<file path="config.mk">
export PLATFORM = sky130hd
export DESIGN_NAME = hazard_controller
export DESIGN_NICKNAME = d
export VERILOG_FILES = /design/src/rtl/hazard_controller_pkg.sv /design/src/rtl/hazard_controller_mdu_busy_timer.sv /design/src/rtl/hazard_controller.sv
export SDC_FILE = /design/constraint.sdc
export NUM_CORES = 1
export LEC_CHECK = 0
export CORE_MARGIN = 3
export CORE_UTILIZATION = 26
export CTS_BUF_LIST = sky130_fd_sc_hd__clkbuf_8 sky130_fd_sc_hd__clkbuf_16
export CTS_CLUSTER_SIZE = 14
export DETAILED_ROUTE_END_ITERATION = 10
export PLACE_DENSITY = 0.79
export SLEW_MARGIN = 15
export SYNTH_ARGS = -nofsm -noshare
export SYNTH_HDL_FRONTEND = slang
export SYNTH_SLANG_ARGS = --single-unit
</file>
<file path="constraint.sdc">
create_clock -name clock -period 1.8 [get_ports clock]
set_clock_uncertainty 0.2 [all_clocks]
set_input_delay 0.18 -clock clock [delete_from_list [all_inputs] [get_ports clock]]
set_output_delay 0.18 -clock clock [all_outputs]
set_load 0.02 [all_outputs]
</file>
<file path="src/rtl/hazard_controller_pkg.sv">
// Shared types for the pipeline hazard sequencer: cause codes, stage control bundle,
// and the source/destination register match helper.
package hazard_controller_pkg;

   localparam int REG_IDX_W = 5;

   typedef enum logic [1:0] {
      HZ_RUN    = 2'd0,
      HZ_LOAD   = 2'd1,
      HZ_MDU    = 2'd2,
      HZ_FROZEN = 2'd3
   } hz_cause_e;

   typedef struct packed {
      logic en;
      logic flush;
   } stage_ctrl_t;

   function automatic logic src_hit(input logic uses,
                                    input logic [REG_IDX_W-1:0] src,
                                    input logic [REG_IDX_W-1:0] dest);
      return uses && (src == dest);
   endfunction

endpackage

</file>
<file path="src/rtl/hazard_controller_mdu_busy_timer.sv">
// Mult/div occupancy timer: loads MDU_LATENCY-1 on an accepted start, otherwise
// counts down to zero every cycle (also while the pipeline is held).
module mdu_busy_timer #(
   parameter int MDU_LATENCY = 8
) (
   input  logic clock,
   input  logic reset,
   input  logic start,
   input  logic hold,
   output logic busy
);

   localparam int CW = (MDU_LATENCY > 2) ? $clog2(MDU_LATENCY) : 1;

   logic [CW-1:0] count_reg;

   always_ff @(posedge clock or posedge reset) begin
      if (reset) begin
         count_reg <= '0;
      end else if (start && !hold) begin
         count_reg <= CW'(MDU_LATENCY - 1);
      end else if (count_reg != '0) begin
         count_reg <= count_reg - CW'(1);
      end
   end

   assign busy = (count_reg != '0);

   // The issue logic never starts a new mult/div while one is still in flight.
   assert property (@(posedge clock) disable iff (reset) !(start && !hold && busy))
      else $error("mdu_busy_timer: start while busy");

endmodule

</file>
<file path="src/rtl/hazard_controller.sv">
// Stall/flush sequencer for the 5-stage pipeline (load-use, redirect, MDU, memory wait).
// Optional performance counters are built when HAZARD_PERF_COUNTERS_EN is defined.
module hazard_controller
   import hazard_controller_pkg::*;
#(
   parameter int MDU_LATENCY = 8,
   parameter int CNT_WIDTH   = 32
) (
   input  logic                 clock,
   input  logic                 reset,
   input  logic [REG_IDX_W-1:0] id_rs,
   input  logic [REG_IDX_W-1:0] id_rt,
   input  logic                 id_uses_rs,
   input  logic                 id_uses_rt,
   input  logic                 id_mdu_use,
   input  logic                 ex_mem_read,
   input  logic [REG_IDX_W-1:0] ex_dest,
   input  logic                 ex_redirect,
   input  logic                 ex_mdu_start,
   input  logic                 mem_wait,
   output logic                 pc_en,
   output logic                 ifid_en,
   output logic                 idex_en,
   output logic                 exmem_en,
   output logic                 memwb_en,
   output logic                 ifid_flush,
   output logic                 idex_flush,
   output logic                 mdu_busy,
   output logic [1:0]           hz_state,
   output logic [CNT_WIDTH-1:0] stall_cycles,
   output logic [CNT_WIDTH-1:0] flush_events
);

   hz_cause_e   cause;
   hz_cause_e   hz_reg;
   logic        redirect_act;
   logic        load_use;
   logic        pc_ctl;
   stage_ctrl_t ifid, idex, exmem, memwb;

   mdu_busy_timer #(.MDU_LATENCY(MDU_LATENCY)) u_mdu_timer (
      .clock (clock),
      .reset (reset),
      .start (ex_mdu_start),
      .hold  (mem_wait),
      .busy  (mdu_busy)
   );

   // Register 0 is hard-wired, so a load targeting it never feeds a consumer.
   assign load_use = ex_mem_read && (ex_dest != '0) &&
                     (src_hit(id_uses_rs, id_rs, ex_dest) || src_hit(id_uses_rt, id_rt, ex_dest));

   always_comb begin
      cause        = HZ_RUN;
      redirect_act = 1'b0;
      if (mem_wait)                    cause        = HZ_FROZEN;
      else if (ex_redirect)            redirect_act = 1'b1;
      else if (id_mdu_use && mdu_busy) cause        = HZ_MDU;
      else if (load_use)               cause        = HZ_LOAD;
   end

   always_comb begin
      pc_ctl      = 1'b1;
      ifid.en     = 1'b1;
      ifid.flush  = 1'b0;
      idex.en     = 1'b1;
      idex.flush  = 1'b0;
      exmem.en    = 1'b1;
      exmem.flush = 1'b0;
      memwb.en    = 1'b1;
      memwb.flush = 1'b0;
      if (reset) begin
         pc_ctl     = 1'b0;
         ifid.en    = 1'b0;
         idex.en    = 1'b0;
         exmem.en   = 1'b0;
         memwb.en   = 1'b0;
         ifid.flush = 1'b1;
         idex.flush = 1'b1;
      end else if (cause == HZ_FROZEN) begin
         pc_ctl   = 1'b0;
         ifid.en  = 1'b0;
         idex.en  = 1'b0;
         exmem.en = 1'b0;
         memwb.en = 1'b0;
      end else if (redirect_act) begin
         ifid.flush = 1'b1;
         idex.flush = 1'b1;
      end else if (cause == HZ_MDU || cause == HZ_LOAD) begin
         // Hold PC and IF/ID, inject a bubble into EX, let older instructions drain.
         pc_ctl     = 1'b0;
         ifid.en    = 1'b0;
         idex.flush = 1'b1;
      end
   end

   assign pc_en      = pc_ctl;
   assign ifid_en    = ifid.en;
   assign idex_en    = idex.en;
   assign exmem_en   = exmem.en;
   assign memwb_en   = memwb.en;
   assign ifid_flush = ifid.flush;
   assign idex_flush = idex.flush;

   always_ff @(posedge clock or posedge reset) begin
      if (reset) hz_reg <= HZ_RUN;
      else       hz_reg <= cause;
   end

   assign hz_state = hz_reg;

`ifdef HAZARD_PERF_COUNTERS_EN
   logic [CNT_WIDTH-1:0] stall_reg;
   logic [CNT_WIDTH-1:0] flush_reg;

   always_ff @(posedge clock or posedge reset) begin
      if (reset) begin
         stall_reg <= '0;
         flush_reg <= '0;
      end else begin
         if (!pc_ctl)      stall_reg <= stall_reg + CNT_WIDTH'(1);
         if (redirect_act) flush_reg <= flush_reg + CNT_WIDTH'(1);
      end
   end

   assign stall_cycles = stall_reg;
   assign flush_events = flush_reg;
`else
   assign stall_cycles = '0;
   assign flush_events = '0;
`endif

endmodule

</file>
==> results.yml, run 1 <==
power_and_ir_drop:
  power_frac_seq_pct: 18.2
  p_switching_mw: 0.3786
  p_clk_share_pct: 22.2
  power_density_mw_per_mm2: 733.4
  switching_share_pct: 41.30
  p_leak_nw: 0.6768
  ir_drop_v: 0.0001824
  p_comb_share_pct: 59.7
  p_int_mw: 0.5381
clock_tree:
  clk_path_buf_depth: 2
  cts.hold.buffers_added: 0
  htree_levels: 1
  cts_tree: "yes"
  insertion_delay_ns: 0.22
  clkTransAtPathRegs_ns: 0.04
  clock_sinks: 5
  numCtsBuffers: 3
  root_buffer: "clkbuf_8"
die:
  die_x_um: 65.48
  start_util_pct: 28.71
  io_pins: 98
  coreArea_mm2: 0.003203
  die_area_mm2: 0.004287
  fp-row-count: 20
  die_height_um: 65.48
global_routing:
  grt_pass1_vias: 596
  groute.usage.overall_pct: 8.039
  grt_max_degree: 6
  antenna_found_initial: 0
  overflow: 0
  grt_pass1_wl_um: 2504
synthesis:
  ys_ff_latch: 5
  synth.top_cell.area_share_pct: 54.69
  synth_commonest_cells: "buf_4, xor2_1, nand2_1"
  syn_area_um2: 919.6
  syn_area_per_cell_um2: 7.997
  synth_top_cell_by_area: "buf_4"
  async_flop_share_pct: 100.0
  synth_seq_area_share_pct: 13.61
  synth_edf_count: 0
  ys_warn_count: 0
  synth_most_common_cell: "buf_4"
  synth-main-ff-cell: "dfrtp_1"
  ys_types: 20
  netlist_instances: 115
  synth_area_leaders: "buf_4, dfrtp_1, xor2_1, ha_1, xnor2_1"
cells_and_area:
  seqCellArea_um2: 125.1
  nets: 191
  antenna_cells: 0
  fin_util_pct: 39.02
  largest_register_ffs: 3
  finalNonFillerCells: 207
  drive_gt1_share_pct: 23.31
  fill_cells: 360
  multi_input_area_um2: 575.6
  area_delta_synth_final_pct: 35.92
critical_path:
  cp_max_fo: 3
  critPathArrivalTime_ns: 1.93
  crit_path_start_kind: "input port"
  cp-end-kind: "output port"
  path_class: "in2out"
  cp.required_ns: 1.42
  r2r_cells: 6
detailed_routing:
  postRouteAntennaNets: 0
  via_per_inst: 3.329
  vias: 689
  drc_errors: 0
  wl_per_cell_um: 9.300
  drt-initial-drc-count: 8
  wl_um: 1925
  drt_first_pass_iters: 4
placed_design:
  dp_hpwl_um: 1702
  place_inst: 203
  port_buffers: 33
  routabilityCongestion: 0.7012
  pre_cts_ws_ns: -1.205
sta:
  fin_ws_ns: -0.5149
  min_period_over_period_pct: 128.6
  final_max_slew_viol_count: 0
  setup_viol: 6
  rsz0062_at_grt: "true"
  setup_tns_ns: -2.668
  fin_hold_ws_ns: 0.1530
  hold_viol: 0
  timing.fmax_mhz: 432.0
  layout_min_cycle_time_ns: 2.315
status:
  status: "finished with violations"
  failed_checks: "negative setup slack"
hold_path:
  min_path_type: "in2async"
flow_run:
  max_cap_viol_count: 0
==> power by group through the flow <==
stage	clock (mW)	combinational (mW)	sequential, mW
6_report	0.203	0.547	0.167
3_5_place_dp	0	0.520	0.164
4_1_cts	0.208	0.540	0.167
2_1_floorplan	0	0.413	0.168
5_1_grt	0.215	0.598	0.174
3_3_place_gp	0	0.501	0.163
==> metal layers <==
layer | vias to the layer above | routed length [um] | global-route usage (%)
met5 | - | 0 | 0
met4 | 0 | 51 | 8.031
met3 | 5 | 225 | 2.393
met2 | 51 | 1119 | 13.91
met1 | 307 | 529 | 7.254
li1 | 326 | - | -
==> layout by cell type, fill, tap and decap left out, types with 2 or more instances in the layout <==
| cell | instances |
|---|---|
| xnor2_1 | 3 |
| inv_1 | 3 |
| nor4_1 | 2 |
| clkdlybuf4s50_1 | 12 |
| clkbuf_2 | 2 |
| dfrtp_1 | 5 |
| nand2b_1 | 2 |
| xor2_1 | 8 |
| inv_2 | 2 |
| buf_4 | 15 |
| nand2_1 | 5 |
| clkdlybuf4s15_1 | 3 |
| conb_1 | 64 |
| clkbuf_8 | 3 |
| buf_6 | 6 |
| dlygate4sd2_1 | 8 |
==> worst max-delay path, cell delays in order <==
cell and delay, ns:
clkdlybuf4s15_2 0.21, xor2_1 0.16, nor4_1 0.26, and3_1 0.19, a31oi_1 0.05, o21bai_1 0.22
ha_2 0.33, nor2b_1 0.11, o21ai_1 0.06, buf_4 0.16
==> kinds of logic after synthesis <==
kind of cell / synth area share [%]
adder cells (fa/ha/maj): 4.082
multiplexers: 1.088
AND/OR/NAND/NOR: 8.845
other: 0.4078
XOR/XNOR: 10.48
flip-flops: 13.61
AO/OA/AOI/OAI: 5.171
buffers and inverters: 56.33
==> through the flow <==
stage,instance area [um^2],power [mW]
after global routing,1250,0.9875
after detailed placement,1185,0.6835
after floorplan,1194,0.5817
final,1250,0.9167
after CTS,1237,0.9143
after global placement,1185,0.6634
==> area by class of cell <==
type,instances,share of cell area (%)
repair buffers,48,34.73
clock buffers,3,3.303
well taps,44,4.404
multi-input cells,102,46.05
flip-flops and latches,5,10.01
inverters,4,1.201
clock inverters,1,0.3003
==> what timing repair did <==
item | in CTS | in global routing
resized for setup | 59 | 8
buffers inserted | 0 | 0
setup endpoints to repair | 8 | 6
pin swaps | 10 | 10
==> final timing paths <==
check	startpoint	to	slack, ns
worst max-delay path	ex_dest[4]	idex_flush	-0.51
worst min-delay path	reset	hz_state[0]	0.15
worst max register to register	u_mdu_timer.count_reg[0]	u_mdu_timer.count_reg[1]	0.43
worst min register to register	u_mdu_timer.count_reg[1]	u_mdu_timer.count_reg[1]	0.35
max in group asynchronous	reset	u_mdu_timer.count_reg[1]	1.14
min in group clock	ex_dest[1]	hz_state[0]	0.34
Note: power is estimated with default switching activity, not from simulation.
==> inputs of run 2 (changes only) <==
Settings changed: CORE_UTILIZATION 26 to 50, DONT_BUFFER_PORTS from default to 1, PLACE_DENSITY 0.79 to 0.69, SYNTH_HIERARCHICAL from default to 1.
==> run 2 against run 1 <==
Effect of this change: the flow finishes with violations (negative hold slack, negative setup slack); first-iteration DRC count is 75% lower; non-clock buffer count fell by 36; final cell count shrank 26%; utilization grew 13 points; routed wire length decreased by 16%; count of clock-buffer cells in the layout is the same; sequential share of layout area grew 3.7 points; highest routed layer unchanged.
==> results.yml, run 2 <==
status:
  status: "finished with violations"
  failed_checks: "negative hold slack, negative setup slack"
cells_and_area:
  fin_util_pct: 52.33
  drive_gt1_share_pct: 20.31
  finalNonFillerCells: 153
  seqCellArea_um2: 125.1
  antenna_cells: 0
  final_common_cell: "conb_1"
  fill_cells: 181
  area_delta_synth_final_pct: -2.796
  nets: 156
  largest_register_ffs: 3
  multi_input_area_um2: 578.1
  layout_common_cells: "conb_1, xor2_1, buf_4"
placed_design:
  routabilityCongestion: 0.6971
  place_inst: 146
  dp_hpwl_um: 1394
  port_buffers: 0
synthesis:
  syn_area_um2: 939.7
  synth_top_cell_by_area: "buf_4"
  async_flop_share_pct: 100.0
  syn_area_per_cell_um2: 8.100
  synth_edf_count: 0
  synth.top_cell.area_share_pct: 53.53
  synth_area_leaders: "buf_4, dfrtp_1, xor2_1, ha_1, xnor2_1"
  synth_seq_area_share_pct: 13.32
  synth-main-ff-cell: "dfrtp_1"
  synth_commonest_cells: "buf_4, xor2_1, dfrtp_1, inv_1, nand2_1"
  ys_ff_latch: 5
  netlist_instances: 116
  synth_most_common_cell: "buf_4"
  ys_warn_count: 6
  ys_types: 23
detailed_routing:
  vias: 559
  via_per_inst: 3.654
  drt-initial-drc-count: 2
  wl_per_cell_um: 10.61
  wl_um: 1623
  drc_errors: 0
  drt_first_pass_iters: 2
  postRouteAntennaNets: 0
die:
  coreArea_mm2: 0.001745
  start_util_pct: 53.84
  fp-row-count: 15
  die_height_um: 49.35
  die_x_um: 49.35
  die_area_mm2: 0.002435
  io_pins: 98
clock_tree:
  htree_levels: 1
  root_buffer: "clkbuf_8"
  clock_sinks: 5
  cts.hold.buffers_added: 2
  clk_path_buf_depth: 2
  insertion_delay_ns: 0.22
  numCtsBuffers: 3
  cts_tree: "yes"
  clkTransAtPathRegs_ns: 0.03
global_routing:
  antenna_found_initial: 0
  grt_pass1_vias: 466
  grt_max_degree: 5
  groute.usage.overall_pct: 11.83
  grt_pass1_wl_um: 2097
  overflow: 0
sta:
  setup_viol: 6
  final_max_slew_viol_count: 0
  layout_min_cycle_time_ns: 2.300
  setup_tns_ns: -2.389
  min_period_over_period_pct: 127.8
  fin_hold_ws_ns: -0.07369
  fin_ws_ns: -0.4997
  timing.fmax_mhz: 434.8
  rsz0062_at_grt: "true"
  hold_viol: 1
critical_path:
  crit_path_start_kind: "register"
  critPathArrivalTime_ns: 1.92
  path_class: "reg2out"
  cp_max_fo: 2
  cp.required_ns: 1.42
  cp-end-kind: "output port"
power_and_ir_drop:
  power_density_mw_per_mm2: 943.9
  ir_drop_v: 0.0003791
  p_leak_nw: 0.5114
hold_path:
  min_path_type: "in2reg"
flow_run:
  max_cap_viol_count: 0
## run 2: cell types whose count changed in the layout (fill, tap and decap cells not counted), moves of 3 or more
| cell | before | now |
|---|---|---|
| buf_4 | 15 | 8 |
| buf_6 | 6 | 0 |
| clkdlybuf4s15_1 | 3 | 0 |
| clkdlybuf4s50_1 | 12 | 0 |
| dlygate4sd2_1 | 8 | 0 |
## run 2: cell families after synthesis
logic type,count (synthesis),synth area share (%)
multiplexers,1,1.065
other,1,0.3991
flip-flops,5,13.32
AND/OR/NAND/NOR,16,9.987
buffers and inverters,72,55.53
AO/OA/AOI/OAI,7,5.459
XOR/XNOR,11,10.25
adder cells (fa/ha/maj),3,3.995
## run 2: final cells by class
cell class	count	area share, %
timing repair buffer	12	12.60
multi-input combinational	102	63.29
inverter	5	2.055
sequential	5	13.70
tap	25	3.425
clock buffer	3	4.521
clock inverter	1	0.4110
## run 2: path summary, 6_finish.rpt
| kind | from | to | slack [ns] | cells past startpoint |
|---|---|---|---|---|
| max | u_mdu_timer/count_reg[0] | pc_en | -0.50 | 9 |
| min | mem_wait | hz_state[0] | -0.07 | 1 |
| max reg2reg | u_mdu_timer/count_reg[0] | u_mdu_timer/count_reg[2] | 0.41 | 6 |
| min reg2reg | u_mdu_timer/count_reg[1] | u_mdu_timer/count_reg[1] | 0.37 | 2 |
| max in group asynchronous | reset | hz_state[1] | 1.13 | 2 |
| min in group asynchronous | reset | u_mdu_timer/count_reg[2] | 0.10 | 2 |
## run 2: timing repair
| item | in CTS | in global routing |
|---|---|---|
| setup endpoints to repair | 6 | 6 |
| buffers inserted | 1 | 0 |
| cloned | 0 | 0 |
| pin swaps | 1 | 2 |
| gates resized for setup | 3 | 2 |
| endpoints found under the hold margin | 9 | 1 |
## run 2: report_power, final
part           switching, mW  internal (mW)  total, mW
Clock                 0.0548          0.146      0.201
Combinational          0.275          0.215      0.490
Sequential            0.0235          0.148      0.171
## run 2: worst max-delay path: stages, from the launching register on
cell and delay [ns]:
dfrtp_1 0.38, inv_2 0.08, ha_4 0.14, nand2b_4 0.06, nand2_2 0.07, o2111ai_2 0.11
o21bai_1 0.22, ha_2 0.33, a21boi_4 0.16, buf_12 0.14
## run 2: per-stage QoR
step | worst slack (ns) | power [mW] | cell area, um^2 | hold slack, ns
after global placement | -0.2914 | 0.6177 | 822.0 | -0.2563
final | -0.4997 | 0.8622 | 913.4 | -0.07369
after global routing | -0.5782 | 0.9208 | 913.4 | -0.07271
after detailed placement | -0.3026 | 0.6371 | 822.0 | -0.2535
after CTS | -0.4671 | 0.8626 | 904.6 | -0.08031
after floorplan | -0.3682 | 0.6325 | 1217 | -0.2664
## run 2: routing by layer
layer / wire, um / up-vias / part of all wire [%] / track usage (%)
met5: 0 / - / 0 / 0
met4: 35 / 0 / 2.2 / 8.531
met3: 213 / 4 / 13 / 3.364
met2: 918 / 52 / 57 / 23.21
met1: 456 / 248 / 28 / 9.743
li1: - / 255 / - / -
==> inputs of run 3 (changes only) <==
Settings changed: ABC_AREA from default to 1.
==> run 3 against run 2 <==
Effect of this change: the flow still finishes with violations (negative hold slack, negative setup slack); combinational power rose by 5.3%; flip-flop and latch count is the same; routed wire length up 13%; fmax is 11% higher; total power rose by 4.2%; worst hold slack better by 0.0094 ns; synthesized area grew 11%; count of clock-buffer cells in the layout stayed put; critical path type unchanged; largest cell class unchanged.
==> results.yml, run 3 <==
status:
  status: "finished with violations"
  failed_checks: "negative hold slack, negative setup slack"
cells_and_area:
  fill_cells: 189
  drive_gt1_share_pct: 21.23
  seqCellArea_um2: 125.1
  finalInstanceArea_mm2: 0.001037
  area_delta_synth_final_pct: -0.3610
  finalNonFillerCells: 204
  nets: 207
  antenna_cells: 0
  final_common_cell: "conb_1"
  layout_common_cells: "conb_1, nand2_1, inv_1"
  multi_input_area_um2: 625.6
  largest_register_ffs: 3
sta:
  fin_hold_ws_ns: -0.06433
  worstMarginPinSlew_ns: 0.5594
  setup_viol: 6
  timing.fmax_mhz: 480.7
  final_max_slew_viol_count: 0
  min_period_over_period_pct: 115.6
  fin_ws_ns: -0.2803
  rsz0062_at_grt: "true"
  hold_viol: 1
  layout_min_cycle_time_ns: 2.080
  slew_headroom_pct: 62.45
global_routing:
  grt_max_degree: 6
  overflow: 0
  groute.usage.overall_pct: 12.97
  grt_pass1_vias: 649
  grt_pass1_wl_um: 2580
  antenna_found_initial: 0
clock_tree:
  htree_levels: 1
  clock_sinks: 5
  numCtsBuffers: 3
  clk_path_buf_depth: 2
  insertion_delay_ns: 0.22
  cts.hold.buffers_added: 3
  clkTransAtPathRegs_ns: 0.04
  root_buffer: "clkbuf_8"
  cts_tree: "yes"
synthesis:
  synth_seq_area_share_pct: 12.02
  ys_ff_latch: 5
  netlist_instances: 166
  synth-main-ff-cell: "dfrtp_1"
  synth_most_common_cell: "buf_4"
  ys_warn_count: 6
  ys_types: 16
  syn_area_per_cell_um2: 6.271
  async_flop_share_pct: 100.0
  syn_area_mm2: 0.001041
  synth_commonest_cells: "buf_4, nand2_1, inv_1"
  synth.top_cell.area_share_pct: 48.32
  synth_edf_count: 0
  synth_top_cell_by_area: "buf_4"
  synth_area_leaders: "buf_4, nand2_1, dfrtp_1, inv_1, nor2_1"
placed_design:
  place_inst: 192
  place_area_um2: 894.6
  port_buffers: 0
  routabilityCongestion: 0.6961
  dp_hpwl_um: 1607
critical_path:
  cp_max_fo: 2
  cp-end-kind: "output port"
  critPathArrivalTime_ns: 1.70
  crit_path_start_kind: "register"
  path_class: "reg2out"
  cp.required_ns: 1.42
detailed_routing:
  wl_um: 1838
  postRouteAntennaNets: 0
  wl_per_cell_um: 9.010
  vias: 770
  drt_first_pass_iters: 2
  via_per_inst: 3.775
  drc_errors: 0
  drt-initial-drc-count: 3
die:
  die_x_um: 51.63
  coreArea_mm2: 0.001839
  fp-row-count: 15
  die_height_um: 51.63
  io_pins: 98
  start_util_pct: 56.60
  die_area_mm2: 0.002666
power_and_ir_drop:
  power_density_mw_per_mm2: 865.8
  ir_drop_v: 0.0005788
  p_leak_nw: 0.6805
flow_run:
  max_cap_viol_count: 0
hold_path:
  min_path_type: "in2reg"
[run 3: cell types whose count changed in the layout (fill, tap and decap cells not counted), sizes merged, moves of 2 or more]
cell	before	now
nand4	0	2
nor4	2	0
nand2b	3	0
nor2	3	12
nand3	0	7
nand2	4	38
xnor2	3	0
o21bai	2	0
inv	6	27
xor2	8	0
[run 3: cells by family (layout without fill, tap and decap cells)]
| logic type | count (synthesis) | after routing | share of synthesized area (%) |
|---|---|---|---|
| buffers and inverters | 93 | 43 | 57.69 |
| AND/OR/NAND/NOR | 60 | 60 | 24.40 |
| flip-flops | 5 | 5 | 12.02 |
| AO/OA/AOI/OAI | 4 | 4 | 1.922 |
| adder cells (fa/ha/maj) | 3 | 3 | 3.606 |
| other | 1 | 64 | 0.3602 |
[run 3: layout make-up]
cell class | count | share of cell area [%]
inverters | 26 | 9.409
clock buffers | 3 | 3.981
repair buffers | 13 | 10.86
flip-flops and latches | 5 | 12.06
multi-input cells | 131 | 60.31
well taps | 25 | 3.016
clock inverters | 1 | 0.3619
[run 3: worst paths after layout]
| path | endpoint | startpoint | cells after the start | slack, ns |
|---|---|---|---|---|
| min reg2reg | u_mdu_timer/count_reg[2] | u_mdu_timer/count_reg[2] | 2 | 0.34 |
| max reg2reg | hz_state[1] | u_mdu_timer/count_reg[1] | 6 | 0.10 |
| min | hz_state[0] | mem_wait | 2 | -0.06 |
| min in group asynchronous | u_mdu_timer/count_reg[2] | reset | 2 | 0.10 |
| max in group asynchronous | hz_state[1] | reset | 2 | 1.11 |
| max | idex_flush | u_mdu_timer/count_reg[1] | 11 | -0.28 |
[run 3: worst max-delay path, stage by stage, from the launching register on]
cell,delay [ns]
dfrtp_1,0.36
inv_2,0.06
ha_4,0.16
nand2_4,0.06
nand2_4,0.05
nand4_1,0.09
inv_2,0.04
nand2_2,0.06
nand2_2,0.07
ha_4,0.28
nor2_2,0.05
a21oi_4,0.22
[run 3: layer usage]
| layer | vias to the layer above | global-route usage, % | routed length (um) |
|---|---|---|---|
| met1 | 320 | 13.26 | 610 |
| met4 | 0 | 5.677 | 19 |
| met3 | 4 | 5.731 | 272 |
| met5 | - | 0 | 0 |
| li1 | 383 | - | - |
| met2 | 63 | 22.67 | 937 |
[run 3: repair_timing]
action | in CTS | in global routing
pin swaps | 1 | 1
setup buffers | 3 | 2
hold endpoints to repair | 10 | 1
endpoints found under the setup margin | 6 | 6
gates resized for setup | 6 | 2
[run 3: per-stage QoR]
stage               setup TNS [ns]  power [mW]  worst slack, ns  util, %
floorplan                  -0.4532      0.6347          -0.2096        -
global placement           -0.1020      0.5891         -0.03938    48.64
detailed placement         -0.2282      0.6048         -0.07959    48.64
CTS                         -1.371      0.8629          -0.3014    55.10
global route                -1.802      0.9777          -0.3560    56.39
finish                      -1.371      0.8981          -0.2803    56.39
[run 3: where the power goes]
part	internal, mW	leakage, nW	switching, mW
clock	0.147	0.0269	0.0593
sequential	0.147	0.0554	0.0285
combinational	0.203	0.598	0.313
total	0.497	0.680	0.401
